## config.mk

```make
export PLATFORM = sky130hd
export DESIGN_NAME = jogo_playseq
export DESIGN_NICKNAME = d
export VERILOG_FILES = /design/src/rtl/jogo_playseq_pkg.sv /design/src/rtl/jogo_playseq_mem.sv /design/src/rtl/jogo_playseq.sv
export SDC_FILE = /design/constraint.sdc
export NUM_CORES = 1
export LEC_CHECK = 0
export ABC_AREA = 1
export BUFFER_PORTS_ARGS = -buffer_cell sky130_fd_sc_hd__buf_2
export CORE_MARGIN = 1.5
export CORE_UTILIZATION = 46
export DETAILED_ROUTE_END_ITERATION = 8
export SLEW_MARGIN = 20
export SYNTH_ARGS = -nofsm -noshare
export SYNTH_HDL_FRONTEND = slang
export SYNTH_SLANG_ARGS = --single-unit
```

## constraint.sdc

```tcl
create_clock -name clockFPGA -period 3.2 [get_ports clockFPGA]
set_clock_uncertainty 0.1 [all_clocks]
set_input_delay 0.32 -clock clockFPGA [delete_from_list [all_inputs] [get_ports clockFPGA]]
set_output_delay 0.32 -clock clockFPGA [all_outputs]
set_load 0.05 [all_outputs]
```

## src/rtl/jogo_playseq_pkg.sv

```systemverilog
// Shared types, constants and helpers for the jogo_playseq sequence-memory game.
package jogo_playseq_pkg;

    localparam int unsigned MOVE_W    = 4;
    localparam int unsigned MEM_SEQS  = 4;
    localparam int unsigned MEM_DEPTH = 16;
    localparam int unsigned ADDR_W    = 6;

    typedef enum logic [3:0] {
        INICIAL,
        PREPARA,
        MOSTRA_ON,
        MOSTRA_OFF,
        ESPERA,
        REGISTRA,
        SOLTA_JOGADA,
        SOLTA_RODADA,
        GANHOU,
        PERDEU
    } state_t;

    // Power-on / reset contents of the four stored sequences
    localparam logic [MOVE_W-1:0] INIT_TABLE [MEM_SEQS][MEM_DEPTH] = '{
        '{4'h1, 4'h2, 4'h4, 4'h8, 4'h1, 4'h2, 4'h4, 4'h8, 4'h1, 4'h2, 4'h4, 4'h8, 4'h1, 4'h2, 4'h4, 4'h8},
        '{4'h1, 4'h2, 4'h8, 4'h4, 4'h2, 4'h8, 4'h4, 4'h1, 4'h8, 4'h4, 4'h1, 4'h2, 4'h4, 4'h1, 4'h2, 4'h8},
        '{4'h8, 4'h2, 4'h1, 4'h4, 4'h2, 4'h1, 4'h4, 4'h8, 4'h1, 4'h4, 4'h8, 4'h2, 4'h4, 4'h8, 4'h2, 4'h1},
        '{4'h8, 4'h4, 4'h2, 4'h1, 4'h8, 4'h4, 4'h2, 4'h1, 4'h8, 4'h4, 4'h2, 4'h1, 4'h8, 4'h4, 4'h2, 4'h1}
    };

    // Per-move timeout in seconds selected by timeoutD
    function automatic int unsigned timeout_secs(input logic [1:0] sel);
        case (sel)
            2'd0:    return 20;
            2'd1:    return 10;
            2'd2:    return 5;
            default: return 2;
        endcase
    endfunction

    // A legal move is exactly one button
    function automatic logic is_one_hot(input logic [MOVE_W-1:0] v);
        return (v != '0) && ((v & (v - MOVE_W'(1))) == '0);
    endfunction

    // Hex digit to active-low segments {g,f,e,d,c,b,a}
    function automatic logic [6:0] hex7seg(input logic [3:0] v);
        case (v)
            4'h0:    return 7'b1000000;
            4'h1:    return 7'b1111001;
            4'h2:    return 7'b0100100;
            4'h3:    return 7'b0110000;
            4'h4:    return 7'b0011001;
            4'h5:    return 7'b0010010;
            4'h6:    return 7'b0000010;
            4'h7:    return 7'b1111000;
            4'h8:    return 7'b0000000;
            4'h9:    return 7'b0010000;
            4'hA:    return 7'b0001000;
            4'hB:    return 7'b0000011;
            4'hC:    return 7'b1000110;
            4'hD:    return 7'b0100001;
            4'hE:    return 7'b0000110;
            default: return 7'b0001110;
        endcase
    endfunction

endpackage

```

## src/rtl/jogo_playseq_mem.sv

```systemverilog
// 4 sequences x 16 moves RAM; async read, sync write, reloaded from INIT_TABLE on reset.
module jogo_playseq_mem
    import jogo_playseq_pkg::*;
(
    input  logic              clk,
    input  logic              rst_n,
    input  logic              we,
    input  logic [ADDR_W-1:0] addr,
    input  logic [MOVE_W-1:0] wdata,
    output logic [MOVE_W-1:0] rdata
);

    logic [MOVE_W-1:0] mem [MEM_SEQS][MEM_DEPTH];

    // Storage: reset restores the built-in sequences, otherwise optional write
    always_ff @(posedge clk or negedge rst_n) begin
        if (!rst_n) begin
            for (int m = 0; m < int'(MEM_SEQS); m++) begin
                for (int i = 0; i < int'(MEM_DEPTH); i++) begin
                    mem[m][i] <= INIT_TABLE[m][i];
                end
            end
        end else if (we) begin
            mem[addr[5:4]][addr[3:0]] <= wdata;
        end
    end

    assign rdata = mem[addr[5:4]][addr[3:0]];

endmodule

```

## src/rtl/jogo_playseq.sv

```systemverilog
// Sequence-memory game core: replay, player entry, win/loss tracking.
// Optional per-move timeout enabled by `define JOGO_PLAYSEQ_TIMEOUT_EN.
module jogo_playseq
    import jogo_playseq_pkg::*;
#(
    parameter int unsigned CLK_HZ   = 1000,
    parameter int unsigned INIT_LEN = 9,
    parameter int unsigned SEQ_LEN  = 16
) (
    input  logic       clockFPGA,
    input  logic       reset,
    input  logic       jogar,
    input  logic [3:0] botoes,
    input  logic [1:0] nivel,
    input  logic [1:0] memoria,
    input  logic [1:0] timeoutD,
    input  logic       quer_escrever,
    output logic       ganhou,
    output logic       perdeu,
    output logic [3:0] leds,
    output logic       db_clock,
    output logic [6:0] vitorias,
    output logic [6:0] derrotas
);

    localparam int unsigned HALF = CLK_HZ / 2;
    localparam int unsigned CW   = $clog2(20 * CLK_HZ + 1);
    localparam int unsigned PW   = 5;

    state_t            state, state_n;
    logic [CW-1:0]     cnt;
    logic [PW-1:0]     pos, len, pos_nxt, alvo;
    logic [1:0]        niv_q, mem_q;
    logic              esc_q, jogar_q;
    logic [3:0]        bot_q, jogada, wins, losses;
    logic [MOVE_W-1:0] rdata;
    logic              press, jogar_rise, half_done, move_ok;
    logic              cnt_clr_c, cnt_inc_c, start_c, pos_clr_c, pos_inc_c;
    logic              len_ld_c, grab_c, wr_c, win_c, lose_c;
    logic [3:0]        leds_c;
`ifdef JOGO_PLAYSEQ_TIMEOUT_EN
    logic [1:0]        tmo_q;
    logic [CW-1:0]     tmo_lim;
    assign tmo_lim = CW'(timeout_secs(tmo_q) * CLK_HZ);
`else
    logic              unused_tmo;
    assign unused_tmo = ^timeoutD;
`endif

    assign db_clock   = clockFPGA;
    assign jogar_rise = jogar & ~jogar_q;
    assign press      = (bot_q == 4'h0) && (botoes != 4'h0);
    assign half_done  = (cnt == CW'(HALF - 1));
    assign pos_nxt    = pos + PW'(1);
    assign alvo       = len + PW'(niv_q) + PW'(1);
    assign move_ok    = is_one_hot(jogada) && (esc_q || (jogada == rdata));

    jogo_playseq_mem u_mem (
        .clk   (clockFPGA),
        .rst_n (reset),
        .we    (wr_c),
        .addr  ({mem_q, pos[3:0]}),
        .wdata (jogada),
        .rdata (rdata)
    );

    // State register
    always_ff @(posedge clockFPGA or negedge reset) begin
        if (!reset) state <= INICIAL;
        else        state <= state_n;
    end

    // Next state and datapath strobes
    always_comb begin
        state_n   = state;
        cnt_clr_c = 1'b0;
        cnt_inc_c = 1'b0;
        start_c   = 1'b0;
        pos_clr_c = 1'b0;
        pos_inc_c = 1'b0;
        len_ld_c  = 1'b0;
        grab_c    = 1'b0;
        wr_c      = 1'b0;
        win_c     = 1'b0;
        lose_c    = 1'b0;
        leds_c    = 4'h0;
        case (state)
            INICIAL, GANHOU, PERDEU: begin
                if (jogar_rise) begin
                    start_c = 1'b1;
                    state_n = PREPARA;
                end
            end
            PREPARA: begin
                pos_clr_c = 1'b1;
                cnt_clr_c = 1'b1;
                state_n   = MOSTRA_ON;
            end
            MOSTRA_ON: begin
                leds_c = rdata;
                if (half_done) begin
                    cnt_clr_c = 1'b1;
                    state_n   = MOSTRA_OFF;
                end else begin
                    cnt_inc_c = 1'b1;
                end
            end
            MOSTRA_OFF: begin
                if (half_done) begin
                    cnt_clr_c = 1'b1;
                    pos_inc_c = 1'b1;
                    state_n   = (pos_nxt == len) ? ESPERA : MOSTRA_ON;
                end else begin
                    cnt_inc_c = 1'b1;
                end
            end
            ESPERA: begin
                leds_c = botoes;
                if (press) begin
                    grab_c    = 1'b1;
                    cnt_clr_c = 1'b1;
                    state_n   = REGISTRA;
                end
`ifdef JOGO_PLAYSEQ_TIMEOUT_EN
                else if (cnt >= tmo_lim - CW'(1)) begin
                    lose_c  = 1'b1;
                    state_n = PERDEU;
                end else begin
                    cnt_inc_c = 1'b1;
                end
`endif
            end
            REGISTRA: begin
                leds_c = botoes;
                if (move_ok) begin
                    wr_c      = esc_q;
                    pos_inc_c = 1'b1;
                    if (pos_nxt == PW'(SEQ_LEN)) begin
                        win_c   = 1'b1;
                        state_n = GANHOU;
                    end else if (pos_nxt == alvo) begin
                        state_n = SOLTA_RODADA;
                    end else begin
                        state_n = SOLTA_JOGADA;
                    end
                end else begin
                    lose_c  = 1'b1;
                    state_n = PERDEU;
                end
            end
            SOLTA_JOGADA: begin
                leds_c = botoes;
                if (botoes == 4'h0) begin
                    cnt_clr_c = 1'b1;
                    state_n   = ESPERA;
                end
            end
            SOLTA_RODADA: begin
                leds_c = botoes;
                if (botoes == 4'h0) begin
                    len_ld_c = 1'b1;
                    state_n  = PREPARA;
                end
            end
            default: state_n = INICIAL;
        endcase
    end

    // Timers, pointers, latched settings, flags and score counters
    always_ff @(posedge clockFPGA or negedge reset) begin
        if (!reset) begin
            jogar_q  <= 1'b0;
            bot_q    <= 4'h0;
            leds     <= 4'h0;
            cnt      <= '0;
            pos      <= '0;
            len      <= PW'(INIT_LEN);
            niv_q    <= 2'd0;
            mem_q    <= 2'd0;
            esc_q    <= 1'b0;
            jogada   <= 4'h0;
            ganhou   <= 1'b0;
            perdeu   <= 1'b0;
            wins     <= 4'h0;
            losses   <= 4'h0;
            vitorias <= 7'b1000000;
            derrotas <= 7'b1000000;
`ifdef JOGO_PLAYSEQ_TIMEOUT_EN
            tmo_q    <= 2'd0;
`endif
        end else begin
            jogar_q <= jogar;
            bot_q   <= botoes;
            leds    <= leds_c;
            if (cnt_clr_c)      cnt <= '0;
            else if (cnt_inc_c) cnt <= cnt + CW'(1);
            if (pos_clr_c)      pos <= '0;
            else if (pos_inc_c) pos <= pos_nxt;
            if (len_ld_c)       len <= pos;
            if (grab_c)         jogada <= botoes;
            if (start_c) begin
                niv_q  <= nivel;
                mem_q  <= memoria;
                esc_q  <= quer_escrever;
                len    <= PW'(INIT_LEN);
                ganhou <= 1'b0;
                perdeu <= 1'b0;
`ifdef JOGO_PLAYSEQ_TIMEOUT_EN
                tmo_q  <= timeoutD;
`endif
            end
            if (win_c) begin
                ganhou   <= 1'b1;
                wins     <= wins + 4'd1;
                vitorias <= hex7seg(wins + 4'd1);
            end
            if (lose_c) begin
                perdeu   <= 1'b1;
                losses   <= losses + 4'd1;
                derrotas <= hex7seg(losses + 4'd1);
            end
        end
    end

endmodule

```

; Word level (Yosys, flattened, before mapping)
; Memory sizes are Yosys's and may differ from the RTL's. A register that Yosys moved wholly into a read port is not among the register bits.
; Index checks and enable logic that the tools add are counted.
[classes]
reduce_logical = 23
mul = 0
div = 0
n_bitwise = 5
shift = 0
n_eq_ne = 20
order_cmp = 4
n_mux = 52
add_sub_neg = 7
[ops]
columns = cell, count
row1 = bitwise mux 256 bit, 1
row2 = two-way mux 64 bit, 3
row3 = binary-select mux 64 bit (select 2 bit), 1
row4 = demux 64 bit (select 2 bit), 1
row5 = two-way mux 4 bit, 11
row6 = one-hot mux 4 bit (8 select lines), 1
row7 = two-way mux 15 bit, 2
row8 = two-way mux 1 bit, 22
row9 = two-way mux 5 bit, 4
row10 = binary-select mux 4 bit (select 4 bit), 1
row11 = demux 4 bit (select 4 bit), 1
row12 = "== test 4 x 3 -> 1 bit, second input constant", 4
row13 = zero test 4 bit, 4
row14 = "adder 15 x 1 -> 15 bit, second input constant", 1
row15 = "== test 15 x 9 -> 1 bit, second input constant", 1
row16 = "inequality test 2 bit, second input constant", 6
row17 = "adder 5 x 1 -> 5 bit, second input constant", 2
row18 = == test 5 bit, 2
row19 = nonzero test 2 bit, 5
row20 = "adder 4 x 1 -> 4 bit, second input constant", 2
row21 = "== test 4 x 2 -> 1 bit, second input constant", 2
row22 = "== test 4 bit, second input constant", 2
row23 = one-hot mux 4 bit (2 select lines), 1
row24 = nonzero test 4 bit, 2
row25 = other kinds (24), 29
[word_totals]
latch_bits = 0
mem_count = 2
ram_bits = 0
elab_cells = 192
register_bits = 313
romBits = 224
inputBits = 14
[mem_list]
columns = name, depth, width, rd, rd_ports_with_merged_regs, wr, line_no
row1 = (no name shown), 16, 7, 1, 1, 0, jogo_playseq_pkg.sv:47  ; case (v)
row2 = (no name shown), 16, 7, 1, 1, 0, jogo_playseq_pkg.sv:47

; Longest topological paths before layout
[depth]
ltp_word = 14
depth_mapped = 21
mapped_depth_nobuf = 19

; Modules after synthesis
; From an unflattened synthesis, not the netlist that was laid out.
[unflattened]
hier_cells = 2245
hier_area_um2 = 16689.8
[modules_own_cells]
columns = mod, area_each_um2, instances, cells_each
row1 = jogo_playseq_mem, 12321.8, 1, 1663
row2 = jogo_playseq, 4367.9, 1, 582

==> impl_metrics.yaml <==
layout:
  synthToLayoutAreaGrowth_pct: 13.9
  antennaDiodeCount: 0
  drive_above_1_share: 0.118
  finalInstanceArea_um2: 18000
  final_nets: 2071
  fin_util: 0.535
  fin_cells: 2512
run:
  max_cap_violations: 0
sta:
  setup_slack_ns: 0.245
  whs_ns: 0.116
  min_period_ns: 2.95
  grt_setup_unrepaired: "false"
  worst_slew_pin_slew_ns: 1.12
  final_max_slew_viol_count: 0
  finalHoldViolCount: 0
  relSlewSlack: 0.250
  fin_crit_sh: 0.923
  fmax_mhz: 338
  setup_violations: 0
  setup_tns_ns: 0
setup_path:
  rr_worst_depth: 18
  crit_family: "simple AND/OR/NAND/NOR gates"
  crit_cells: 18
  rrSetupSlack_ns: 0.25
  crit_path_start: "mem_q[0]$_DFFE_PN0P_"
  critical_path_class: "reg2reg"
  slowest_delay_ns: 0.47
  worst-path-buf-inv: 3
  cp-start-kind: "register"
  crit_path_frequent_cell: "nand2_1"
  path_max_fanout: 18
  crit_arrival_ns: 3.38
  crit_chain: "inv_6, nor2_8, buf_12, nand2_1, nand4_1, nand3_1, nand2_1, nand2_1, nand2_1, nor2_1, nand2_1, nand2_1, nor2_1, nand3_2, nand3_2, buf_4, nand2_1, nand2_1"
  critPathRequiredTime_ns: 3.63
  reg2reg_from: "mem_q[0]$_DFFE_PN0P_"
  r2r_end: "derrotas[1]$_DFFE_PN0P_"
  slowest_stage: "dfrtp_2"
  cp-end-kind: "register"
pwr:
  finalPower_mw: 10.6
  peakVddDrop_mv: 0.436
  leakage_nw: 8.15
  cellPowerDensity_nw_per_um2: 587
yosys:
  syn-num-nets: 2020
  synth_top_area_cell: "dfrtp_1"
  synth_top_area_share: 0.409
  synth_edf_count: 0
  ys_async_sr_fraction: 1.00
  synthTopCellsByCount: "nand2_1, o21ai_0, dfrtp_1"
  yosysMostFrequentCell: "nand2_1"
  synth.area.top_cells: "dfrtp_1, nand2_1, dfstp_2, o21ai_0, nand3_1"
  ys_seq_area_frac: 0.522
  synth_area_um2: 15800
  synthCells: 1984
  syn_avg_cell_area_um2: 7.98
  yosys_warnings: 0
  ys_seq_elements: 327
  ys.flop_type: "dfrtp_1"
  yosysUniqueCellTypes: 50
placed_design:
  dp_worst_setup_slack_ns: 0.144
  port_buffers: 32
  placed_area_um2: 16600
  hpwl_um: 27100
  dp.cells: 2428
  finalWeightedCongestion: 0.858
drt:
  drc: 0
  routed_wl_um: 42500
  first_pass_iters: 6
  first_iter_violations: 1125
  vias: 13270
  ant_nets: 0
  avgRoutedWirePerCell_um: 16.9
  viasPerCell: 5.28
global_routing:
  antenna_found_initial: 0
  grt_pass1_vias: 12960
  grt_usage: 0.245
  overflow: 0
  grt_pass1_wl_um: 69300
  grt_max_degree: 104
cts:
  clkTransAtPathRegs_ns: 0.06
  cts_setup_buffers: 0
  tritoncts: "done"
  insertion_delay_ns: 0.63
outcome:
  outcome: "completed"
floorplanning:
  io_pins: 35
  rows: 67
  start_util: 0.470
  die_h_um: 189
  die_x_um: 189
  core_area_um2: 33700
  die_area_um2: 35500
hold_path:
  hp-class: "in2async"
flip-flops by register name, indices dropped and copies added, names as in the netlist:
signal and flops:
jogar_q 1, jogada 4, losses 4, derrotas 7
leds 4, mem_q 2, esc_q 1, ganhou 1
len 5, state 4, wins 4, cnt 15
pos 5, perdeu 1, bot_q 4, niv_q 2
vitorias 7, u_mem.mem 256
repair_timing:
item / CTS / global route
setup endpoints to repair: 0 / 10
hold buffers: 11 / 0
gates resized for setup: 0 / 8
hold endpoints to repair: 175 / 0
cell usage in the layout (no fill, tap or decap), types with 3 or more instances in the layout:
master and instances:
o21ai_1 5, buf_2 31, or2_2 3, nand3_1 89
clkinvlp_4 4, inv_1 86, nand2_1 830, buf_12 10
clkbuf_1 10, a21oi_1 40, o211ai_1 5, clkinv_2 5
nor2_1 79, a211oi_1 3, dfstp_2 68, dlygate4sd3_1 11
xor2_1 9, xnor2_1 4, ha_1 21, clkbuf_8 7
o21ai_0 288, nand4_1 32, inv_4 3, nor3_1 11
nor4_1 10, dfrtp_1 257, clkbuf_16 42, buf_4 35
o22ai_1 4, inv_2 8, a22oi_1 15
cell type report:
cell class	instances	area [µm²]
fill	3270	15700
tap	448	561
inverter	99	384
sequential	327	8270
multi-input combinational	1478	6760
clock buffer	60	1190
clock inverter	12	124
timing repair buffer	88	749
kinds of logic after synthesis:
family | after synthesis | share of synthesized area
xor gates and xnor gates | 13 | 0.00719
DFF | 327 | 0.522
adders and majority gates | 22 | 0.0179
buffers and inverters | 181 | 0.0534
muxes | 3 | 0.00205
AOI/OAI and AO/OA | 370 | 0.123
and+or+nand+nor | 1068 | 0.274
where the power goes:
group / internal [mW] / leakage [nW] / switching [mW] / total, mW
combinational: 0.482 / 3.24 / 1.24 / 1.72
clock: 2.73 / 0.637 / 1.78 / 4.51
sequential: 4.24 / 4.28 / 0.109 / 4.35
how the worst max path moves through the flow:
stage / end / slack [ns]
floorplan: state[1]$_DFFE_PN0P_ / 0.86
global placement: vitorias[5]$_DFFE_PN0P_ / 0.16
detailed placement: vitorias[2]$_DFFE_PN0P_ / 0.14
CTS: vitorias[2]$_DFFE_PN0P_ / 0.13
global route: vitorias[5]$_DFFE_PN0P_ / 0.003
finish: derrotas[1]$_DFFE_PN0P_ / 0.25
per-layer routing:
layer  wire (µm)  GRT usage  up-vias
met3        2240     0.0384       80
met5           0          0        -
met2       19400      0.392      322
met4        1230     0.0922        0
li1            -          -     6587
met1       19600      0.336     6281
(Power assumes the default switching activity.)
